### config.mk
export PLATFORM = sky130hd
export DESIGN_NAME = cond_unit
export DESIGN_NICKNAME = d
export VERILOG_FILES = /design/src/rtl/cond_unit.sv
export SDC_FILE = /design/constraint.sdc
export NUM_CORES = 1
export LEC_CHECK = 0
export ABC_AREA = 1
export CAP_MARGIN = 40
export CORE_MARGIN = 1
export CORE_UTILIZATION = 41
export DETAILED_ROUTE_END_ITERATION = 7
export PLACE_DENSITY = 0.75
export SLEW_MARGIN = 5
export SYNTH_ARGS = -nofsm -noshare
export SYNTH_HDL_FRONTEND = slang
export SYNTH_SLANG_ARGS = --single-unit
### constraint.sdc
create_clock -name clk -period 3.05 [get_ports clk]
set_input_delay 0.305 -clock clk [delete_from_list [all_inputs] [get_ports clk]]
set_output_delay 0.305 -clock clk [all_outputs]
set_load 0.005 [all_outputs]
### src/rtl/cond_unit.sv
// Conditional-execution unit: NZCV flag register, condition check,
// write-enable gating and a Thumb-style IT block sequencer.
module cond_unit #(
  parameter int IT_DEPTH = 4,
  parameter int NWE      = 3,
  localparam int LW      = $clog2(IT_DEPTH + 1)
) (
  input  logic                clk,
  input  logic                reset,
  input  logic [3:0]          Cond,
  input  logic [3:0]          ALUFlags,
  input  logic [1:0]          FlagW,
  input  logic [NWE-1:0]      WeIn,
  input  logic                Advance,
  input  logic                ItStart,
  input  logic [3:0]          ItCond,
  input  logic [IT_DEPTH-1:0] ItMask,
  input  logic [LW-1:0]       ItLen,
  output logic [NWE-1:0]      WeOut,
  output logic                CondEx,
  output logic [3:0]          Flags,
  output logic                ItActive,
  output logic [LW-1:0]       ItRemain
);

  typedef enum logic {
    IDLE   = 1'b0,
    ACTIVE = 1'b1
  } state_e;

  localparam logic [LW-1:0] DEPTH_L = LW'(IT_DEPTH);
  localparam logic [3:0]    AL      = 4'b1110;

  state_e              state_q;
  logic [3:0]          flags_q;
  logic [3:0]          cond_q;
  logic [IT_DEPTH-1:0] mask_q;
  logic [LW-1:0]       remain_q;
  logic [LW-1:0]       slot_q;

  logic       slot_bit;
  logic [3:0] eff_cond;
  logic       n_f, z_f, c_f, v_f;
  logic       len_ok;

  always_comb begin
    slot_bit = 1'b0;
    for (int i = 0; i < IT_DEPTH; i++) begin
      if (slot_q == LW'(i)) slot_bit = mask_q[i];
    end
  end

  // A clear mask bit selects the inverse condition, except for AL,
  // which has no meaningful inverse.
  always_comb begin
    eff_cond = Cond;
    if (state_q == ACTIVE) begin
      if (cond_q == AL || slot_bit)
        eff_cond = cond_q;
      else
        eff_cond = {cond_q[3:1], ~cond_q[0]};
    end
  end

  assign n_f = flags_q[3];
  assign z_f = flags_q[2];
  assign c_f = flags_q[1];
  assign v_f = flags_q[0];

  always_comb begin
    CondEx = 1'b0;
    case (eff_cond)
      4'b0000: CondEx = z_f;
      4'b0001: CondEx = ~z_f;
      4'b0010: CondEx = c_f;
      4'b0011: CondEx = ~c_f;
      4'b0100: CondEx = n_f;
      4'b0101: CondEx = ~n_f;
      4'b0110: CondEx = v_f;
      4'b0111: CondEx = ~v_f;
      4'b1000: CondEx = c_f & ~z_f;
      4'b1001: CondEx = ~c_f | z_f;
      4'b1010: CondEx = (n_f == v_f);
      4'b1011: CondEx = (n_f != v_f);
      4'b1100: CondEx = ~z_f & (n_f == v_f);
      4'b1101: CondEx = z_f | (n_f != v_f);
      4'b1110: CondEx = 1'b1;
      default: CondEx = 1'b0;
    endcase
  end

  assign len_ok = (ItLen != '0) && (ItLen <= DEPTH_L);

  always_ff @(posedge clk) begin
    if (reset) begin
      state_q  <= IDLE;
      flags_q  <= '0;
      cond_q   <= '0;
      mask_q   <= '0;
      remain_q <= '0;
      slot_q   <= '0;
    end else if (Advance) begin
      if (CondEx) begin
        if (FlagW[1]) flags_q[3:2] <= ALUFlags[3:2];
        if (FlagW[0]) flags_q[1:0] <= ALUFlags[1:0];
      end
      unique case (state_q)
        IDLE: begin
          if (ItStart && len_ok) begin
            state_q  <= ACTIVE;
            cond_q   <= ItCond;
            mask_q   <= ItMask;
            remain_q <= ItLen;
            slot_q   <= '0;
          end
        end
        ACTIVE: begin
          remain_q <= remain_q - LW'(1);
          slot_q   <= slot_q + LW'(1);
          if (remain_q == LW'(1)) state_q <= IDLE;
        end
        default: state_q <= IDLE;
      endcase
    end
  end

  assign WeOut    = WeIn & {NWE{CondEx & Advance}};
  assign Flags    = flags_q;
  assign ItActive = (state_q == ACTIVE);
  assign ItRemain = remain_q;

endmodule

==> results of run 1 <==
## stage by stage
step / util, % / setup WS (ns)
3_3_place_gp: 59.9 / 0.400
5_1_grt: 63.9 / -0.203
4_1_cts: 61.8 / 0.0303
2_1_floorplan: - / 0.967
3_5_place_dp: 59.9 / 0.324
6_report: 63.9 / -0.0323
## area by class of cell
cell class                 instances  area (sq um)  area share, %
tap                               31          38.8           2.13
inverter                          35           134           7.35
sequential                        19           385           21.2
timing repair buffer              46           443           24.3
multi-input combinational        137           791           43.4
clock inverter                     1          7.51          0.412
clock buffer                       3          22.5           1.24
## path summary, 6_finish.rpt
path | cells after the start | end | from | slack [ns]
max | 16 | WeOut[1] | slot_q[0] | -0.03
min | 1 | slot_q[0] | slot_q[0] | 0.46
max reg2reg | 17 | Flags[1] | slot_q[0] | 0.78
min reg2reg | 1 | slot_q[0] | slot_q[0] | 0.46
## worst max-delay path, delay by kind of cell (launching register included)
family | cells | cell delay, ns
AO/OA/AOI/OAI | 1 | 0.17
adder cells (fa/ha/maj) | 2 | 0.39
buffers and inverters | 2 | 0.55
flip-flops | 1 | 0.37
AND/OR/NAND/NOR | 11 | 0.98
## Yosys cell counts (all sizes together)
cell	n
nand2	40
o22ai	1
dfxtp	19
inv	34
clkinv	1
nand3b	1
or2	2
o21ai	17
nand3	20
a31oi	1
a211oi	2
xor2	2
nand4	4
nor2	30
a21oi	10
buf	3
ha	7
## flip-flops by register name, indices dropped and copies added, names as in the netlist
name / count
Flags: 4
cond_q: 4
mask_q: 4
ItRemain: 3
slot_q: 3
ItActive: 1
## per-layer routing
layer  vias up  track usage [%]  wire (um)
met5         -                0          0
met4         0             3.06         13
met3         2             3.35        150
met2        40             33.5       1480
met1       594             23.9       1350
li1        715                -          -
## kinds of logic (layout without fill, tap and decap cells)
family / after synthesis / in the layout / share of synthesized area (%)
AND/OR/NAND/NOR: 97 / 97 / 36.2
buffers and inverters: 38 / 85 / 12.1
AO/OA/AOI/OAI: 31 / 31 / 13.6
flip-flops: 19 / 19 / 29.8
adder cells (fa/ha/maj): 7 / 7 / 6.86
XOR/XNOR: 2 / 2 / 1.37
## power groups by stage
stage                     logic [mW]  registers (mW)  clock network [mW]
after floorplan                0.112           0.282                   0
after global placement         0.198           0.285                   0
after detailed placement       0.200           0.285                   0
after CTS                      0.217           0.280               0.146
after global routing           0.251           0.282               0.156
final                          0.227           0.279               0.141
## what timing repair did
item,4_1_cts,5_1_grt
setup endpoints to repair,3,4
setup buffers,3,1
resized for setup,2,11
pin swaps,1,6
==> results.json, run 1 <==
{
  "outcome": "finished, violations left",
  "drc": 1,
  "syn_inst": 194,
  "detail_route.wl_per_cell_um": 11.0,
  "drt_iter0_drc": 30,
  "holdWs_ns": 0.456,
  "crit_arrival_ns": 2.78,
  "period_minus_slack_ns": 3.08,
  "drv_slew": 0,
  "place_congestion": 0.916,
  "period_share_pct": 101,
  "cp_common_cell": "nand2_1",
  "critical-path-max-stage-delay_ns": 0.50,
  "initial_utilization_pct": 44.8,
  "drt_first_pass_iters": 8,
  "power.share.clock_pct": 21.8,
  "antenna_cells": 0,
  "clock_sinks": 19,
  "cts_made_buffers": 3,
  "worst_ep_required_time_ns": 2.74,
  "grt_pass1_vias": 1223,
  "io_buffer_count": 39,
  "setup_violations": 3,
  "crit_chain": "ha_1 -> ha_1 -> inv_1 -> nand2_1 -> nor2_1 -> nand2_1 -> nand2_1 -> nand2_1 -> nand3_4 -> nand3_4 -> o21ai_2 -> nand2_1 -> nand3_4 -> nand2_2 -> nor2_1 -> clkdlybuf4s50_1",
  "die_area_sq_mm": 0.00334,
  "netlist.area_leader.share_pct": 29.8,
  "numPlacedInstances": 264,
  "yosys-top-cells-area": "dfxtp_1, nand2_1, nor2_1, inv_1, ha_1",
  "power.total_uw": 648,
  "synth_cell_types": 28,
  "fin_nets": 277,
  "max_clock_freq_mhz": 324,
  "layout_commonest_cell": "clkdlybuf4s50_1",
  "critical_path_class": "reg -> out",
  "cts_buffer_depth": 2,
  "synth_largest_area_cell": "dfxtp_1",
  "setup_tns_ns": -0.0844,
  "fin_skew_ns": 0.00447,
  "grt_start_max_net_pins": 16,
  "yosys_register_bits": 19,
  "std_cell_rows": 19,
  "combPwrFrac_pct": 35.1,
  "slowest_stage": "clkdlybuf4s50_1",
  "yosysSeqAreaShare_pct": 29.8,
  "maxCapViolations": 0,
  "switching_share_pct": 33.2,
  "layout-drive-gt1-share_pct": 15.8,
  "h-tree-depth": 1,
  "syn-num-nets": 229,
  "seqPwrFrac_pct": 43.1,
  "area_delta_synth_final_pct": 42.6,
  "vias": 1351,
  "cp-end-kind": "output pin",
  "cts.reportedPaths.clkPinSlew_ns": 0.12,
  "path_max_fanout": 6,
  "grt_overflow_total": 0,
  "hold_viol": 0,
  "tightest_slew_ns": 0.516,
  "viasPerCell": 4.97,
  "place_area_sq_mm": 0.00171,
  "fp.dieW_um": 57.8,
  "wl_mm": 2.99,
  "switching_power_uw": 215,
  "rsz0062_at_grt": "yes",
  "stdcell_count": 272,
  "nFillCells": 253,
  "mostFrequentLayoutCells": "clkdlybuf4s50_1, nand2_1, nor2_1",
  "ir_drop_mv": 0.291,
  "dieHeight_um": 57.8,
  "powerDensity_mw_per_mm2": 355,
  "avgSynthCellArea_sq_um": 6.58,
  "synth_area_sq_mm": 0.00128,
  "tritoncts": "built",
  "core_sq_mm": 0.00285,
  "final_area_sq_mm": 0.00182,
  "dp_hpwl_mm": 2.24,
  "grt_usage_pct": 18.7,
  "ant_nets": 0,
  "cts_hold_buffers": 0,
  "startpoint_type": "flip-flop",
  "internal-power_uw": 432,
  "cts-root-buf": "clkbuf_4",
  "antenna_found_initial": 0,
  "cellLeakagePower_nw": 0.836,
  "ios": 40,
  "slew_headroom_pct": 65.6,
  "grt_pass1_wl_mm": 5.02,
  "synth_warnings": 0,
  "clock_latency_ns": 0.31,
  "hold_class": "reg -> reg",
  "violations": "design-rule violations, negative setup slack",
  "setup_slack_ns": -0.0323
}
Power figures use the tool's default switching activity.
==> run 2, diff against run 1 <==
- SLEW_MARGIN: 5 -> 30
==> results of run 2 <==
Same layout as run 1: the final DEF is identical, and so are final timing and power.
